[src/rtl/rtc_sync_counter_if.sv]
// Control, load and display bus of the rtc_sync_counter core.
// Alarm signals are present only when RTC_ALARM_EN is defined.
interface rtc_sync_counter_if;
    logic       RUN;
    logic       FMT24;
    logic       LOAD;
    logic [7:0] LOAD_HH;
    logic [7:0] LOAD_MM;
    logic [7:0] LOAD_SS;
    logic       LOAD_ERR;
    logic       SEC_PULSE;
    logic [3:0] HR_M;
    logic [3:0] HR_L;
    logic [3:0] MIN_M;
    logic [3:0] MIN_L;
    logic [3:0] SEC_M;
    logic [3:0] SEC_L;
    logic       PM;
`ifdef RTC_ALARM_EN
    logic       ALM_SET;
    logic [7:0] ALM_HH;
    logic [7:0] ALM_MM;
    logic       ALM_CLR;
    logic       ALM_ACT;
    logic       ALM_ARMED;

    modport master (
        output RUN, FMT24, LOAD, LOAD_HH, LOAD_MM, LOAD_SS,
        output ALM_SET, ALM_HH, ALM_MM, ALM_CLR,
        input  LOAD_ERR, SEC_PULSE, HR_M, HR_L, MIN_M, MIN_L, SEC_M, SEC_L, PM,
        input  ALM_ACT, ALM_ARMED
    );
    modport slave (
        input  RUN, FMT24, LOAD, LOAD_HH, LOAD_MM, LOAD_SS,
        input  ALM_SET, ALM_HH, ALM_MM, ALM_CLR,
        output LOAD_ERR, SEC_PULSE, HR_M, HR_L, MIN_M, MIN_L, SEC_M, SEC_L, PM,
        output ALM_ACT, ALM_ARMED
    );
`else
    modport master (
        output RUN, FMT24, LOAD, LOAD_HH, LOAD_MM, LOAD_SS,
        input  LOAD_ERR, SEC_PULSE, HR_M, HR_L, MIN_M, MIN_L, SEC_M, SEC_L, PM
    );
    modport slave (
        input  RUN, FMT24, LOAD, LOAD_HH, LOAD_MM, LOAD_SS,
        output LOAD_ERR, SEC_PULSE, HR_M, HR_L, MIN_M, MIN_L, SEC_M, SEC_L, PM
    );
`endif
endinterface

[src/rtl/rtc_sync_counter.sv]
// Synchronous BCD real-time clock: prescaler clock-enable chain, validated load, 12/24h display.
// Define RTC_ALARM_EN to add the hh:mm alarm (ALM_* signals on the bus interface).
module rtc_sync_counter #(
    parameter int TICK_DIV = 50000000,
    parameter int PW       = $clog2(TICK_DIV)
) (
    input  logic              CLK,
    input  logic              RST,
    rtc_sync_counter_if.slave bus
);

    localparam logic [PW-1:0] PRESC_LAST = PW'(TICK_DIV - 1);

    function automatic logic [6:0] bcd_to_dec(input logic [7:0] v);
        return 7'(v[7:4]) * 7'd10 + 7'(v[3:0]);
    endfunction

    function automatic logic bcd_ok(input logic [7:0] v, input logic [6:0] max_dec);
        return (v[7:4] <= 4'd9) && (v[3:0] <= 4'd9) && (bcd_to_dec(v) <= max_dec);
    endfunction

    function automatic logic [7:0] bcd_inc(input logic [7:0] v, input logic [7:0] last);
        if (v == last)
            return 8'h00;
        if (v[3:0] == 4'd9)
            return {v[7:4] + 4'd1, 4'd0};
        return {v[7:4], v[3:0] + 4'd1};
    endfunction

    logic [PW-1:0] r_presc;
    logic [7:0]    r_hh;
    logic [7:0]    r_mm;
    logic [7:0]    r_ss;
    logic          r_sec_pulse;
    logic          r_load_err;

    logic          w_tick;
    logic          w_load_ok;
    logic          w_load_rej;
    logic          w_alm_rej;
    logic [7:0]    w_hh_next;
    logic [7:0]    w_mm_next;
    logic [7:0]    w_ss_next;
    logic [7:0]    w_hr_disp;
    logic [6:0]    w_disp_dec;

    // NOTE: every always_comb output is assigned before any condition, so no latch can be inferred.
    always_comb begin
        w_tick     = bus.RUN && (r_presc == PRESC_LAST);
        w_load_ok  = bcd_ok(bus.LOAD_HH, 7'd23) && bcd_ok(bus.LOAD_MM, 7'd59)
                  && bcd_ok(bus.LOAD_SS, 7'd59);
        w_load_rej = bus.LOAD && !w_load_ok;
        w_ss_next  = bcd_inc(r_ss, 8'h59);
        w_mm_next  = (r_ss == 8'h59) ? bcd_inc(r_mm, 8'h59) : r_mm;
        w_hh_next  = (r_ss == 8'h59 && r_mm == 8'h59) ? bcd_inc(r_hh, 8'h23) : r_hh;
    end

    // NOTE: state registers use non-blocking assignments so every flop samples pre-edge values.
    always_ff @(posedge CLK) begin
        if (RST) begin
            r_presc     <= '0;
            r_hh        <= 8'h00;
            r_mm        <= 8'h00;
            r_ss        <= 8'h00;
            r_sec_pulse <= 1'b0;
            r_load_err  <= 1'b0;
        end else begin
            r_sec_pulse <= 1'b0;
            r_load_err  <= w_load_rej || w_alm_rej;
            // Any LOAD owns the edge: a coinciding tick is dropped, a rejected load holds everything.
            if (bus.LOAD) begin
                if (w_load_ok) begin
                    r_hh    <= bus.LOAD_HH;
                    r_mm    <= bus.LOAD_MM;
                    r_ss    <= bus.LOAD_SS;
                    r_presc <= '0;
                end
            end else if (w_tick) begin
                r_presc     <= '0;
                r_hh        <= w_hh_next;
                r_mm        <= w_mm_next;
                r_ss        <= w_ss_next;
                r_sec_pulse <= 1'b1;
            end else if (bus.RUN) begin
                r_presc <= r_presc + PW'(1);
            end
        end
    end

`ifdef RTC_ALARM_EN
    logic [7:0] r_alm_hh;
    logic [7:0] r_alm_mm;
    logic       r_alm_armed;
    logic       r_alm_act;
    logic       w_alm_ok;
    logic       w_alm_hit;

    always_comb begin
        w_alm_ok  = bcd_ok(bus.ALM_HH, 7'd23) && bcd_ok(bus.ALM_MM, 7'd59);
        w_alm_rej = bus.ALM_SET && !w_alm_ok;
        // Only a real tick can fire; a load landing on the alarm time never does.
        w_alm_hit = r_alm_armed && !bus.LOAD && w_tick && (w_ss_next == 8'h00)
                 && (w_mm_next == r_alm_mm) && (w_hh_next == r_alm_hh);
    end

    always_ff @(posedge CLK) begin
        if (RST) begin
            r_alm_hh    <= 8'h00;
            r_alm_mm    <= 8'h00;
            r_alm_armed <= 1'b0;
            r_alm_act   <= 1'b0;
        end else begin
            if (bus.ALM_SET && w_alm_ok) begin
                r_alm_hh    <= bus.ALM_HH;
                r_alm_mm    <= bus.ALM_MM;
                r_alm_armed <= 1'b1;
            end
            if (w_alm_hit)
                r_alm_act <= 1'b1;
            else if (bus.ALM_CLR)
                r_alm_act <= 1'b0;
        end
    end

    assign bus.ALM_ACT   = r_alm_act;
    assign bus.ALM_ARMED = r_alm_armed;
`else
    assign w_alm_rej = 1'b0;
`endif

    // 12-hour view: 00 shows 12, 13..23 show hh-12; stored time is untouched.
    always_comb begin
        w_hr_disp  = r_hh;
        w_disp_dec = 7'd0;
        if (!bus.FMT24) begin
            if (r_hh == 8'h00) begin
                w_hr_disp = 8'h12;
            end else if (r_hh > 8'h12) begin
                w_disp_dec = bcd_to_dec(r_hh) - 7'd12;
                w_hr_disp  = (w_disp_dec >= 7'd10) ? {4'd1, 4'(w_disp_dec - 7'd10)}
                                                   : {4'd0, w_disp_dec[3:0]};
            end
        end
    end

    assign bus.HR_M      = w_hr_disp[7:4];
    assign bus.HR_L      = w_hr_disp[3:0];
    assign bus.MIN_M     = r_mm[7:4];
    assign bus.MIN_L     = r_mm[3:0];
    assign bus.SEC_M     = r_ss[7:4];
    assign bus.SEC_L     = r_ss[3:0];
    assign bus.PM        = (r_hh >= 8'h12);
    assign bus.SEC_PULSE = r_sec_pulse;
    assign bus.LOAD_ERR  = r_load_err;

endmodule

[src/flat_wrapper.sv]
// flat-port wrapper written by rule: the top's interface ports become plain ports
module rtc_sync_counter_flat 
#(
    parameter int TICK_DIV = 50000000,
    parameter int PW       = $clog2(TICK_DIV)
)
  (CLK, RST, bus_RUN, bus_FMT24, bus_LOAD, bus_LOAD_HH, bus_LOAD_MM, bus_LOAD_SS, bus_LOAD_ERR, bus_SEC_PULSE, bus_HR_M, bus_HR_L, bus_MIN_M, bus_MIN_L, bus_SEC_M, bus_SEC_L, bus_PM);
  rtc_sync_counter_if bus_i ();
  input  logic CLK;
  input  logic RST;
  input wire logic [$bits(bus_i.RUN)-1:0] bus_RUN;
  input wire logic [$bits(bus_i.FMT24)-1:0] bus_FMT24;
  input wire logic [$bits(bus_i.LOAD)-1:0] bus_LOAD;
  input wire logic [$bits(bus_i.LOAD_HH)-1:0] bus_LOAD_HH;
  input wire logic [$bits(bus_i.LOAD_MM)-1:0] bus_LOAD_MM;
  input wire logic [$bits(bus_i.LOAD_SS)-1:0] bus_LOAD_SS;
  output wire logic [$bits(bus_i.LOAD_ERR)-1:0] bus_LOAD_ERR;
  output wire logic [$bits(bus_i.SEC_PULSE)-1:0] bus_SEC_PULSE;
  output wire logic [$bits(bus_i.HR_M)-1:0] bus_HR_M;
  output wire logic [$bits(bus_i.HR_L)-1:0] bus_HR_L;
  output wire logic [$bits(bus_i.MIN_M)-1:0] bus_MIN_M;
  output wire logic [$bits(bus_i.MIN_L)-1:0] bus_MIN_L;
  output wire logic [$bits(bus_i.SEC_M)-1:0] bus_SEC_M;
  output wire logic [$bits(bus_i.SEC_L)-1:0] bus_SEC_L;
  output wire logic [$bits(bus_i.PM)-1:0] bus_PM;
  assign bus_i.RUN = bus_RUN;
  assign bus_i.FMT24 = bus_FMT24;
  assign bus_i.LOAD = bus_LOAD;
  assign bus_i.LOAD_HH = bus_LOAD_HH;
  assign bus_i.LOAD_MM = bus_LOAD_MM;
  assign bus_i.LOAD_SS = bus_LOAD_SS;
  assign bus_LOAD_ERR = bus_i.LOAD_ERR;
  assign bus_SEC_PULSE = bus_i.SEC_PULSE;
  assign bus_HR_M = bus_i.HR_M;
  assign bus_HR_L = bus_i.HR_L;
  assign bus_MIN_M = bus_i.MIN_M;
  assign bus_MIN_L = bus_i.MIN_L;
  assign bus_SEC_M = bus_i.SEC_M;
  assign bus_SEC_L = bus_i.SEC_L;
  assign bus_PM = bus_i.PM;
  rtc_sync_counter #(.TICK_DIV(TICK_DIV), .PW(PW)) u_core (.CLK(CLK), .RST(RST), .bus(bus_i));
endmodule
[config.mk]
export PLATFORM = sky130hd
export DESIGN_NAME = rtc_sync_counter_flat
export DESIGN_NICKNAME = d
export VERILOG_FILES = /design/src/rtl/rtc_sync_counter_if.sv /design/src/rtl/rtc_sync_counter.sv /design/src/flat_wrapper.sv
export SDC_FILE = /design/constraint.sdc
export NUM_CORES = 1
export LEC_CHECK = 0
export ABC_AREA = 1
export CORE_UTILIZATION = 49
export CTS_BUF_LIST = sky130_fd_sc_hd__clkbuf_8
export CTS_CLUSTER_DIAMETER = 30
export DETAILED_ROUTE_END_ITERATION = 8
export PLACE_DENSITY = 0.76
export SLEW_MARGIN = 20
export SYNTH_ARGS = -nofsm -noshare
export SYNTH_HDL_FRONTEND = slang
export SYNTH_SLANG_ARGS = --single-unit
[constraint.sdc]
create_clock -name CLK -period 10.5 [get_ports CLK]
set_input_delay 3.15 -clock CLK [delete_from_list [all_inputs] [get_ports CLK]]
set_output_delay 3.15 -clock CLK [all_outputs]
set_load 0.005 [all_outputs]
==> flow_summary.json <==
{
  "vias": 5040,
  "cts_repair_resize_count": 0,
  "cts_tree": "yes",
  "fmax_mhz": 127,
  "min_period_ps": 7890,
  "hpwl_um": 9010,
  "p_leak_nw": 2.42,
  "grt_overflow": 0,
  "synth_compound_area_share_pct": 11.9,
  "postCtsSetupRepairBufs": 0,
  "diodes": 0,
  "synth_top_family_by_area": "simple AND/OR/NAND/NOR gates",
  "synth.area.mux_share_pct": 0,
  "clock_latency_ps": 310,
  "fin_hold_ws_ps": 484,
  "finish.utilization_pct": 57.2,
  "wl_um": 12100,
  "cp.required_ps": 7350,
  "synthesis.area_um2": 4930,
  "core_um2": 9770,
  "post-route-drc-count": 0,
  "yosysSeqAreaShare_pct": 21.1,
  "drive_above_1_share_pct": 3.28,
  "worstPathArrival_ps": 4740,
  "grt_pass1_wl_um": 20700,
  "finalSetupViolations": 0,
  "place_area_um2": 5500,
  "synth-simple-area-share_pct": 37.8,
  "path_max_fanout": 6,
  "syn-num-nets": 866,
  "synthAdderAreaFrac_pct": 13.9,
  "cp_top_family": "buffers and inverters",
  "drv_cap": 0,
  "grt_max_degree": 45,
  "h-tree-depth": 2,
  "endpoint_kind": "primary output",
  "synth_seq_cells": 52,
  "cp_num_buf_inv": 3,
  "pin_count": 56,
  "design_area_um2": 5590,
  "synth.avg_cell_area_um2": 6.26,
  "rsz0062_at_grt": "false",
  "clockRootBuffer": "clkbuf_8",
  "path_clk_slew_ps": 90,
  "ys_types": 41,
  "critical-path-slowest-cell": "clkdlybuf4s50_1",
  "first_pass_iters": 5,
  "grt_pass1_vias": 4657,
  "row_count": 36,
  "die_x_um": 102,
  "drt_iter0_drc": 265,
  "port_buffers": 55,
  "critPathLaunchType": "input pin",
  "total_power_uw": 429,
  "maxSlewViolCount": 0,
  "hold_path_class": "reg -> reg",
  "finalHoldViolations": 0,
  "area_growth_pct": 13.4,
  "antenna_left": 0,
  "skew_ps": 5.30,
  "ys_warn_count": 0,
  "ctsHoldBuffers": 0,
  "start_util_pct": 50.4,
  "critical-path-max-stage-delay_ps": 520,
  "pwr_density_cell_nw_per_um2": 76.8,
  "dieArea_um2": 10500,
  "wl_per_cell_um": 12.6,
  "tns_ps": 0,
  "outcome": "complete, no violations",
  "layout.nets": 901,
  "slew_headroom_pct": 26.1,
  "antenna_found_initial": 0,
  "die_y_um": 102,
  "vdd_drop_max_uv": 60.2,
  "grt_usage_pct": 24.2,
  "synthCells": 787,
  "place_congestion": 0.889,
  "yosys.area_share.xor_xnor_pct": 4.27,
  "cp_cell_sequence": "clkdlybuf4s50_1 -> nor2_1 -> inv_1 -> a21oi_1 -> o21ai_0 -> o21ai_0 -> clkdlybuf4s50_1",
  "cts_buffers": 5,
  "worst_slew_pin_slew_ps": 1110,
  "fin_crit_sh_pct": 75.1,
  "vias_per_cell": 5.27,
  "cts_num_sinks": 52,
  "path_class": "in -> out",
  "clock_path_buffers": 2
}
-- cells in the final DEF (no fill, tap or decap), drive strengths merged, types with 3 or more instances in the layout --
master	count
nand3b	3
xnor2	6
inv	103
a21oi	60
nand3	101
o21ai	22
xor2	18
clkbuf	6
fa	8
nor2	123
o22ai	3
dfxtp	52
a22oi	12
nand4	8
nand2	174
clkdlybuf4s50	55
nor3	13
ha	42
-- cells in the mapped netlist --
| cell type | n | area (um^2) |
|---|---|---|
| clkbuf_1 | 13 | 48.8 |
| xor2_1 | 18 | 158 |
| nand3_1 | 100 | 500 |
| fa_1 | 8 | 160 |
| ha_1 | 42 | 526 |
| and2_1 | 2 | 12.5 |
| dfxtp_1 | 52 | 1040 |
| buf_1 | 5 | 18.8 |
| inv_1 | 100 | 375 |
| clkinv_1 | 1 | 3.75 |
| nand4_1 | 6 | 37.5 |
| a21o_1 | 2 | 15.0 |
| nor3b_1 | 1 | 7.51 |
| xnor2_1 | 6 | 52.6 |
| nand4_4 | 1 | 21.3 |
| a32oi_1 | 1 | 8.76 |
| nand3b_1 | 3 | 22.5 |
| nand3_2 | 1 | 10.0 |
| buf_6 | 3 | 33.8 |
| o21ai_0 | 22 | 110 |
| o21bai_1 | 1 | 7.51 |
| a21boi_0 | 1 | 7.51 |
| nand2_8 | 1 | 20.0 |
| buf_8 | 2 | 30.0 |
| o211ai_1 | 1 | 7.51 |
| inv_2 | 2 | 7.51 |
| nor2_2 | 2 | 12.5 |
| nor2_4 | 2 | 22.5 |
| nor3_1 | 12 | 60.1 |
| o22ai_1 | 3 | 18.8 |
| nor2_1 | 119 | 447 |
| nand2_2 | 2 | 12.5 |
| a22oi_1 | 12 | 90.1 |
| nand2_1 | 171 | 642 |
| nand4_2 | 1 | 12.5 |
| buf_2 | 5 | 25.0 |
| a21oi_1 | 55 | 275 |
| nor3_2 | 1 | 10.0 |
| or2_2 | 1 | 6.26 |
| or2_0 | 1 | 6.26 |
| a21oi_2 | 5 | 43.8 |
-- path summary, 6_finish.rpt --
kind,startpoint,endpoint,slack [ps],depth (start not counted)
worst min-delay path,u_core.r_presc[25],u_core.r_presc[25],480,2
worst max-delay path,bus_FMT24,bus_HR_L[2],2610,7
worst min register to register,u_core.r_presc[25],u_core.r_presc[25],480,2
worst max register to register,u_core.r_presc[0],u_core.r_mm[7],8040,11
-- per-stage QoR --
step,cells,setup slack [ps]
3_5_place_dp,948,2660
6_report,956,2610
2_1_floorplan,787,3800
3_3_place_gp,948,2730
5_1_grt,956,2520
4_1_cts,956,2640
-- state kept, by name (all words and copies together), names as in the netlist --
signal,cells
u_core.r_hh,8
u_core.bus.SEC_PULSE,1
u_core.r_presc,26
u_core.r_mm,8
u_core.r_ss,8
u_core.bus.LOAD_ERR,1
-- power by group --
part / leakage (nW) / switching (mW) / internal (mW)
registers: 0.422 / 0.00573 / 0.202
logic: 1.95 / 0.0600 / 0.0401
clock network: 0.0486 / 0.0688 / 0.0528
total: 2.42 / 0.135 / 0.295
-- cell families after synthesis --
kind of cell,after synthesis
simple gates,427
buf+inv,131
compound gates,103
flops,52
fa+ha+maj,50
xor+xnor,24
-- tightest hold or removal path: stages (launching register included) --
cell	delay, ps
dfxtp_1	330
nand2_1	60
a21oi_1	50
-- layout make-up --
type / instances / area, um^2
timing repair buffer: 56 / 558
fill: 988 / 4190
clock buffer: 6 / 82.6
clock inverter: 2 / 11.3
inverter: 103 / 387
multi-input combinational: 604 / 3340
tap: 133 / 166
sequential: 52 / 1040
-- routing by layer --
layer / vias up / wire length (um) / global-route usage, %
li1: 2616 / - / -
met1: 2305 / 5640 / 30.6
met2: 105 / 5820 / 43.6
met3: 14 / 468 / 3.35
met4: 0 / 125 / 5.27
met5: - / 0 / 0
Power figures use the tool's default switching activity.
